[config.mk]
export PLATFORM = sky130hd
export DESIGN_NAME = inst_seq_ctrl
export DESIGN_NICKNAME = d
export VERILOG_FILES = /design/src/rtl/inst_seq_pkg.sv /design/src/rtl/seq_wdog.sv /design/src/rtl/inst_seq_ctrl.sv
export SDC_FILE = /design/constraint.sdc
export NUM_CORES = 1
export LEC_CHECK = 0
export CORE_MARGIN = 2
export CORE_UTILIZATION = 53
export DETAILED_ROUTE_END_ITERATION = 8
export HOLD_SLACK_MARGIN = 0.02
export MAX_ROUTING_LAYER = met4
export PLACE_DENSITY = 0.85
export SYNTH_ARGS = -nofsm -noshare
export SYNTH_HDL_FRONTEND = slang
export SYNTH_SLANG_ARGS = --single-unit
export TNS_END_PERCENT = 1
[constraint.sdc]
create_clock -name clk -period 2.9 [get_ports clk]
set_input_delay 0.58 -clock clk [delete_from_list [all_inputs] [get_ports clk]]
set_output_delay 0.58 -clock clk [all_outputs]
set_load 0.03 [all_outputs]
[src/rtl/inst_seq_pkg.sv]
// rtl/inst_seq_pkg.sv - State encoding and default watchdog sizing for the instruction sequencer
package inst_seq_pkg;

  localparam int unsigned TIMEOUT_CYCLES_DEF = 256;
  localparam int unsigned TO_W_DEF           = 9;

  typedef enum logic [3:0] {
    S_IDLE  = 4'd0,
    S_FETCH = 4'd1,
    S_FWAIT = 4'd2,
    S_DEC   = 4'd3,
    S_MREQ  = 4'd4,
    S_MWAIT = 4'd5,
    S_WB    = 4'd6,
    S_HALT  = 4'd7,
    S_ERR   = 4'd8
  } seq_state_e;

  // States that wait on an external handshake and are therefore watched.
  function automatic logic is_wait_state(seq_state_e s);
    return (s == S_FETCH) || (s == S_FWAIT) || (s == S_MREQ) || (s == S_MWAIT);
  endfunction

endpackage

[src/rtl/seq_wdog.sv]
// rtl/seq_wdog.sv - Saturating stall watchdog; expire_o flags the last permitted cycle of a wait
module seq_wdog #(
  parameter int unsigned TIMEOUT_CYCLES = 256,
  parameter int unsigned TO_W           = 9
) (
  input  logic clk,
  input  logic rst_n,
  input  logic clr_i,
  input  logic en_i,
  output logic expire_o
);

  localparam int unsigned     LAST_I = (TIMEOUT_CYCLES == 0) ? 0 : TIMEOUT_CYCLES - 1;
  localparam logic [TO_W-1:0] LAST   = LAST_I[TO_W-1:0];

  logic [TO_W-1:0] cnt_q, cnt_d;

  // Holding at LAST keeps the counter from wrapping; with TIMEOUT_CYCLES=0 it never leaves 0.
  always_comb begin
    cnt_d = cnt_q;
    if (clr_i) begin
      cnt_d = '0;
    end else if (en_i && (cnt_q != LAST)) begin
      cnt_d = cnt_q + TO_W'(1);
    end
  end

  always_ff @(posedge clk or negedge rst_n) begin
    if (!rst_n) begin
      cnt_q <= '0;
    end else begin
      cnt_q <= cnt_d;
    end
  end

  assign expire_o = (TIMEOUT_CYCLES != 0) && en_i && (cnt_q == LAST);

endmodule

[src/rtl/inst_seq_ctrl.sv]
// rtl/inst_seq_ctrl.sv - Multi-cycle fetch/decode/memory/write-back sequencer for RV32E/Zicsr
// Optional INST_SEQ_PERF_EN adds perf_cycle/perf_instret counters.
module inst_seq_ctrl
  import inst_seq_pkg::*;
#(
  parameter int unsigned TIMEOUT_CYCLES = TIMEOUT_CYCLES_DEF,
  parameter int unsigned TO_W           = TO_W_DEF
) (
  input  logic        clk,
  input  logic        rst_n,
  output logic        ifu_req_valid,
  input  logic        ifu_req_ready,
  input  logic        ifu_resp_valid,
  input  logic        ifu_resp_err,
  output logic        ifu_resp_ready,
  output logic        inst_latch_en,
  input  logic        dec_mem_read,
  input  logic        dec_mem_write,
  input  logic        dec_rd_we,
  input  logic        dec_csr_we,
  input  logic        dec_is_ebreak,
  output logic        lsu_req_valid,
  output logic        lsu_req_wen,
  input  logic        lsu_req_ready,
  input  logic        lsu_resp_valid,
  input  logic        lsu_resp_err,
  output logic        lsu_resp_ready,
  output logic        load_latch_en,
  output logic        rd_we,
  output logic        csr_we,
  output logic        pc_we,
  output logic        commit,
  output logic        halted,
  output logic        err
`ifdef INST_SEQ_PERF_EN
  ,
  output logic [63:0] perf_cycle,
  output logic [63:0] perf_instret
`endif
);

  seq_state_e state_q, state_d;
  logic       wd_en, wd_clr, wd_expire;

  assign wd_en  = is_wait_state(state_q);
  assign wd_clr = (state_d != state_q);

  seq_wdog #(
    .TIMEOUT_CYCLES (TIMEOUT_CYCLES),
    .TO_W           (TO_W)
  ) u_wdog (
    .clk      (clk),
    .rst_n    (rst_n),
    .clr_i    (wd_clr),
    .en_i     (wd_en),
    .expire_o (wd_expire)
  );

  always_ff @(posedge clk or negedge rst_n) begin
    if (!rst_n) begin
      state_q <= S_IDLE;
    end else begin
      state_q <= state_d;
    end
  end

  // All outputs decode from state_q, so an async reset drops every gated write at once.
  always_comb begin
    state_d        = state_q;
    ifu_req_valid  = 1'b0;
    ifu_resp_ready = 1'b0;
    inst_latch_en  = 1'b0;
    lsu_req_valid  = 1'b0;
    lsu_req_wen    = 1'b0;
    lsu_resp_ready = 1'b0;
    load_latch_en  = 1'b0;
    rd_we          = 1'b0;
    csr_we         = 1'b0;
    pc_we          = 1'b0;
    commit         = 1'b0;
    halted         = 1'b0;
    err            = 1'b0;
    case (state_q)
      S_IDLE: state_d = S_FETCH;
      S_FETCH: begin
        ifu_req_valid = 1'b1;
        if (ifu_req_ready) begin
          state_d = S_FWAIT;
        end else if (wd_expire) begin
          state_d = S_ERR;
        end
      end
      S_FWAIT: begin
        ifu_resp_ready = 1'b1;
        if (ifu_resp_valid) begin
          if (ifu_resp_err) begin
            state_d = S_ERR;
          end else begin
            inst_latch_en = 1'b1;
            state_d       = S_DEC;
          end
        end else if (wd_expire) begin
          state_d = S_ERR;
        end
      end
      S_DEC: begin
        if (dec_is_ebreak) begin
          state_d = S_HALT;
        end else if (dec_mem_read || dec_mem_write) begin
          state_d = S_MREQ;
        end else begin
          state_d = S_WB;
        end
      end
      S_MREQ: begin
        lsu_req_valid = 1'b1;
        lsu_req_wen   = dec_mem_write;
        if (lsu_req_ready) begin
          state_d = S_MWAIT;
        end else if (wd_expire) begin
          state_d = S_ERR;
        end
      end
      S_MWAIT: begin
        lsu_resp_ready = 1'b1;
        if (lsu_resp_valid) begin
          if (lsu_resp_err) begin
            state_d = S_ERR;
          end else begin
            load_latch_en = dec_mem_read;
            state_d       = S_WB;
          end
        end else if (wd_expire) begin
          state_d = S_ERR;
        end
      end
      S_WB: begin
        rd_we   = dec_rd_we;
        csr_we  = dec_csr_we;
        pc_we   = 1'b1;
        commit  = 1'b1;
        state_d = S_FETCH;
      end
      S_HALT: halted = 1'b1;
      S_ERR:  err    = 1'b1;
      default: state_d = S_ERR;
    endcase
  end

`ifdef INST_SEQ_PERF_EN
  logic [63:0] perf_cycle_q, perf_instret_q;
  logic        active_d;

  // Counting on entry makes the visible value include the cycle currently in progress.
  assign active_d = !((state_d == S_IDLE) || (state_d == S_HALT) || (state_d == S_ERR));

  always_ff @(posedge clk or negedge rst_n) begin
    if (!rst_n) begin
      perf_cycle_q   <= '0;
      perf_instret_q <= '0;
    end else begin
      if (active_d) begin
        perf_cycle_q <= perf_cycle_q + 64'd1;
      end
      if (commit) begin
        perf_instret_q <= perf_instret_q + 64'd1;
      end
    end
  end

  assign perf_cycle   = perf_cycle_q;
  assign perf_instret = perf_instret_q;
`endif

endmodule

==> flow_summary.toml, run 1 <==
[setup_path]
critical_path.slowest_cell = "clkdlybuf4s50_1"
criticalPathCategory = "flip-flop to primary output"
crit_chain = "nand2b_1, nor2_1, and2_1, clkdlybuf4s50_1"
cp_max_fo = 11
endpoint_kind = "primary output"
start_kind = "flip-flop"
cp_slowest_stage_delay_ps = 670
r2r.worst_path.cells = 9
timing.reg2reg.setup_slack_ps = 700
arrival_ps = 2190
required_ps = 2320

[global_route]
grt_use_total_pct = 26.1
grt_overflow = 0
grt_pass1_wl_um = 4750
grt_max_degree = 18
grt_pass1_vias = 1063
antenna_found_initial = 0

[synthesis]
synth_xor_area_share_pct = 5.66
synth_top_family_by_area = "simple AND/OR/NAND/NOR gates"
syn-cell-area_um2 = 1080
synth_seq_area_share_pct = 30.0
synthMuxAreaShare_pct = 1.96
synth_cells = 131
ys_seq_elements = 13
ys_types = 45
synth_fa_ha_area_share_pct = 2.31
syn_nets = 146
ys.warnings.count = 0
synth-compound-area-share_pct = 18.9
synth-simple-area-share_pct = 34.8
avgSynthCellArea_um2 = 8.27

[sta]
worstMarginPinSlew_ps = 596
min_period_over_period_pct = 95.6
rsz0062_at_grt = "no"
fin_setup_tns_ps = 0
max_freq_mhz = 361
relSlewSlack_pct = 60.2
fin_skew_ps = 3.78
finalMaxSlewViolations = 0
fin_crit_ps = 2770
finalHoldViolations = 0
finalSetupViolations = 0

[floorplanning]
initial_core_util_pct = 55.8
fp.dieH_um = 49.2
coreArea_um2 = 1940
die_w_um = 49.2
row_count = 16
dieArea_um2 = 2420
io_pins = 26

[hold_path]
hold_class = "flip-flop to flip-flop"
holdPathStages = 2

[pwr]
vdd_ir_drop_max_mv = 0.272
power.density_nw_per_um2 = 239
power.leakage_nw = 0.541

[layout]
drive_gt1_share_pct = 9.80
nets = 169
final_core_util_pct = 69.8
areaGrowthSynthToFinish_pct = 25.2
n_antenna_cell = 0
nFillCells = 172

[cts]
cts_made_buffers = 3
clkTransAtPathRegs_ps = 80
cts_root_buffer = "clkbuf_4"
clk_path_buf_depth = 2
cts_hold_buf = 0
cts_tree = "yes"
cts_setup_buffers = 0
cts_sinks = 13
cts_resized = 0
clk_latency_ps = 290
h-tree-depth = 1

[routing]
wire_per_inst_um = 15.1
vias_per_cell = 5.88
first_pass_iters = 4
vias = 1059
routed_wl_um = 2710
drt-initial-drc-count = 40
route.detailed.drc = 0
final_antenna_net_count = 0

[place]
dp_hpwl_um = 2020
port-buffer-count = 25
gp_congestion = 0.852

[outcome]
status = "completed"

[run]
cap_violations = 0
[registers in the layout, summed over array words and instances, names as in the netlist]
register and flops:
u_wdog.cnt_q 9, state_q 4
[critical path, delay by kind of cell (launching register included)]
kind                   cells  cell delay [ps]
and+or+nand+nor            3              740
buffers and inverters      1              670
DFF                        1              500
[power by group]
part | internal [mW] | leakage, nW | switching (mW)
Combinational | 0.0173 | 0.350 | 0.0119
Clock | 0.0536 | 0.0150 | 0.0607
Sequential | 0.181 | 0.176 | 0
Total | 0.252 | 0.541 | 0.0726
[cell usage after synthesis (all sizes together)]
cell | n | area, µm²
mux2 | 1 | 11.3
and2 | 4 | 25.0
a311o | 1 | 10.0
o2111ai | 2 | 17.5
nand2 | 7 | 26.3
inv | 5 | 18.8
nor2b | 1 | 6.26
nor4b | 1 | 8.76
ha | 2 | 25.0
nor4 | 2 | 18.8
o21ai | 3 | 15.0
xnor2 | 2 | 17.5
a21oi | 9 | 45.0
nand4 | 4 | 25.0
nand4b | 2 | 17.5
or2b | 1 | 7.51
o32ai | 1 | 16.3
a211oi | 2 | 20.0
xor2 | 5 | 43.8
a311oi | 1 | 8.76
nand2b | 7 | 43.8
clkbuf | 3 | 11.3
mux2i | 1 | 10.0
a2bb2oi | 1 | 8.76
nand3b | 1 | 11.3
nand3 | 4 | 25.0
o211ai | 1 | 7.51
nor2 | 15 | 56.3
or3b | 2 | 20.0
o311ai | 1 | 26.3
o22ai | 2 | 12.5
a21o | 1 | 7.51
a221o | 1 | 10.0
dfrtp | 13 | 325
and3 | 3 | 18.8
or3 | 1 | 6.26
buf | 6 | 38.8
nor3 | 12 | 60.1
[metrics by stage]
| step | hold slack, ps | area, µm² | cells | power [mW] | setup WS (ps) |
|---|---|---|---|---|---|
| after detailed placement | 556 | 1330 | 176 | 0.214 | 337 |
| after CTS | 567 | 1360 | 180 | 0.328 | 118 |
| final | 568 | 1360 | 180 | 0.324 | 128 |
| after floorplan | 284 | 1080 | 131 | 0.190 | 400 |
| after global routing | 639 | 1360 | 180 | 0.334 | 42.9 |
| after global placement | 540 | 1330 | 176 | 0.213 | 340 |
[kinds of logic (layout without fill, tap and decap cells)]
kind of cell    count (synthesis)  count (layout)
simple gates                   67              67
xor+xnor                        7               7
mux                             2               2
compound gates                 26              26
fa+ha+maj                       2               2
buf+inv                        14              36
flops                          13              13
[layer usage]
metal / vias up / track usage, % / routed length [µm]
met5: - / - / 0
met4: 0 / 16.2 / 91
met3: 10 / 2.45 / 134
met2: 32 / 43.0 / 1350
met1: 501 / 30.5 / 1130
li1: 516 / - / -
[worst paths after layout]
check,from,to
worst max-delay path,state_q[3],rd_we
worst min-delay path,u_wdog.cnt_q[5],u_wdog.cnt_q[5]
worst max register to register,u_wdog.cnt_q[0],u_wdog.cnt_q[8]
worst min register to register,u_wdog.cnt_q[5],u_wdog.cnt_q[5]
max in group asynchronous,rst_n,u_wdog.cnt_q[7]
min in group asynchronous,rst_n,state_q[2]
[area by class of cell]
type / instances / area [µm²] / share of cell area, %
Multi-Input combinational cell: 104 / 689 / 50.8
Sequential cell: 13 / 325 / 24.0
Timing Repair Buffer: 27 / 263 / 19.4
Tap cell: 27 / 33.8 / 2.49
Clock buffer: 4 / 26.3 / 1.94
Inverter: 5 / 18.8 / 1.38
[layout by cell type (no fill, tap or decap), drive strengths merged, types with 3 or more instances in the layout]
master,instances
clkdlybuf4s50,24
nor2,15
dfrtp,13
nor3,12
a21oi,9
nand2b,7
nand2,7
inv,5
xor2,5
and2,4
nand4,4
nand3,4
clkbuf,4
and3,3
buf,3
o21ai,3
Note: power is estimated with default switching activity, not from simulation.
==> inputs of run 2 (changes only) <==
Settings changed: CORE_MARGIN 2 to 4.
==> run 2 against run 1 <==
  * Highest routed layer unchanged
  * Clock power hardly changed
  * Critical endpoint is now lsu_req_wen
  * Count of clock-buffer cells in the layout stayed put
  * Setup slack better by 56 ps
  * Sequential share of layout area is 0.070 points higher
==> flow_summary.toml, run 2 (synthesized netlist as in run 1, its figures left out) <==
[cts]
clk_path_buf_depth = 2
cts_tree = "yes"
h-tree-depth = 1
cts_hold_buf = 0
clkTransAtPathRegs_ps = 70
clk_latency_ps = 280
cts_resized = 0
cts_sinks = 13
cts_made_buffers = 3
cts_root_buffer = "clkbuf_4"
cts_setup_buffers = 0

[routing]
drt-initial-drc-count = 19
vias = 1055
routed_wl_um = 2710
wire_per_inst_um = 15.1
first_pass_iters = 4
vias_per_cell = 5.86
route.detailed.drc = 0
final_antenna_net_count = 0

[setup_path]
cp.depth = 4
required_ps = 2320
r2r.worst_path.cells = 9
crit_start = "state_q[3]"
crit_family = "simple AND/OR/NAND/NOR gates"
critical_path.slowest_cell = "clkdlybuf4s50_1"
endpoint_kind = "primary output"
arrival_ps = 2140
rr_startpoint = "u_wdog.cnt_q[3]"
reg2reg_to = "u_wdog.cnt_q[4]"
cp_max_fo = 11
path_buf_inv = 1
crit_end = "lsu_req_wen"
crit_chain = "nand2b_1, nor3_1, and2_1, clkdlybuf4s50_1"
criticalPathCategory = "flip-flop to primary output"
timing.reg2reg.setup_slack_ps = 730
start_kind = "flip-flop"
cp_slowest_stage_delay_ps = 680

[sta]
rsz0062_at_grt = "no"
finalHoldViolations = 0
min_period_over_period_pct = 93.6
finalSetupViolations = 0
worstMarginPinSlew_ps = 556
finalMaxSlewViolations = 0
fin_skew_ps = 0.447
fin_hold_ws_ps = 557
relSlewSlack_pct = 62.8
fin_crit_ps = 2720
max_freq_mhz = 368
fin_setup_tns_ps = 0

[floorplanning]
initial_core_util_pct = 55.8
coreArea_um2 = 1940
fp.dieH_um = 53.2
die_w_um = 53.2
io_pins = 26
dieArea_um2 = 2830
row_count = 16

[layout]
drive_gt1_share_pct = 10.5
areaGrowthSynthToFinish_pct = 25.3
mostFrequentLayoutCells = "clkdlybuf4s50_1 (24), nor2_1 (15), nor3_1 (12), dfrtp_1 (12), a21oi_1 (9)"
multiInputGateArea_um2 = 689
layout_commonest_cell = "clkdlybuf4s50_1"
nets = 169
reg.largest.list = "u_wdog.cnt_q (9), state_q (4)"
final_area_um2 = 1360
nFillCells = 170
largest_reg_flops = 9
regMostFlops = "u_wdog.cnt_q"
n_antenna_cell = 0
seq_area_um2 = 327

[run]
cap_violations = 0

[place]
port-buffer-count = 25
dp_hpwl_um = 2080
gp_congestion = 0.925
placed_cell_area_um2 = 1330

[global_route]
grt_use_total_pct = 22.2
antenna_found_initial = 0
grt_pass1_wl_um = 4540
grt_overflow = 0
grt_max_degree = 20
grt_pass1_vias = 1024

[pwr]
p_total_uw = 323
power.density_nw_per_um2 = 238
power.leakage_nw = 0.540
vdd_ir_drop_max_mv = 0.283

[outcome]
status = "completed"

[hold_path]
hold_class = "flip-flop to flip-flop"
## run 2: cell counts in the layout (fill, tap and decap cells not counted)
No cell type changed its count.
## run 2: worst reg2reg max path, stage by stage (launching register included)
cell      delay [ps]
dfrtp_1          400
and3_1           200
nand2_1           90
nor2_1           130
ha_1             250
nor2b_1          320
a211oi_2          90
nand3b_2         250
o311ai_4         170
nor3_1           130
## run 2: final cells by class
| type | count | area share, % |
|---|---|---|
| multi-input combinational | 104 | 50.8 |
| sequential | 13 | 24.1 |
| timing repair buffer | 27 | 19.4 |
| tap | 27 | 2.49 |
| clock buffer | 4 | 1.94 |
| inverter | 5 | 1.38 |
## run 2: metal layers
layer / vias to the layer above / GRT usage [%] / wire, µm
met3: 10 / 1.97 / 148
met5: - / - / 0
met2: 37 / 34.5 / 1330
met1: 487 / 27.7 / 1130
li1: 521 / - / -
met4: 0 / 13.6 / 97
## run 2: metrics by stage
step	std cells	utilization, %	setup WS [ps]
floorplan	131	-	400
global placement	176	68.5	342
detailed placement	176	68.5	326
CTS	180	69.8	75.2
global route	180	69.9	11.9
finish	180	69.9	184
## run 2: how the worst min path moves through the flow
stage / from / endpoint / slack [ps] / cells past startpoint
after detailed placement: u_wdog.cnt_q[5] / u_wdog.cnt_q[5] / 540 / 2
after CTS: u_wdog.cnt_q[5] / u_wdog.cnt_q[5] / 550 / 2
after global routing: u_wdog.cnt_q[5] / u_wdog.cnt_q[5] / 590 / 2
after global placement: u_wdog.cnt_q[5] / u_wdog.cnt_q[5] / 540 / 2
final: u_wdog.cnt_q[5] / u_wdog.cnt_q[5] / 560 / 2
after floorplan: rst_n / state_q[0] / 280 / 0
## run 2: power by group
part	internal, mW	switching (mW)	total [mW]
sequential	0.181	0	0.181
combinational	0.0173	0.0118	0.0291
clock	0.0535	0.0591	0.113
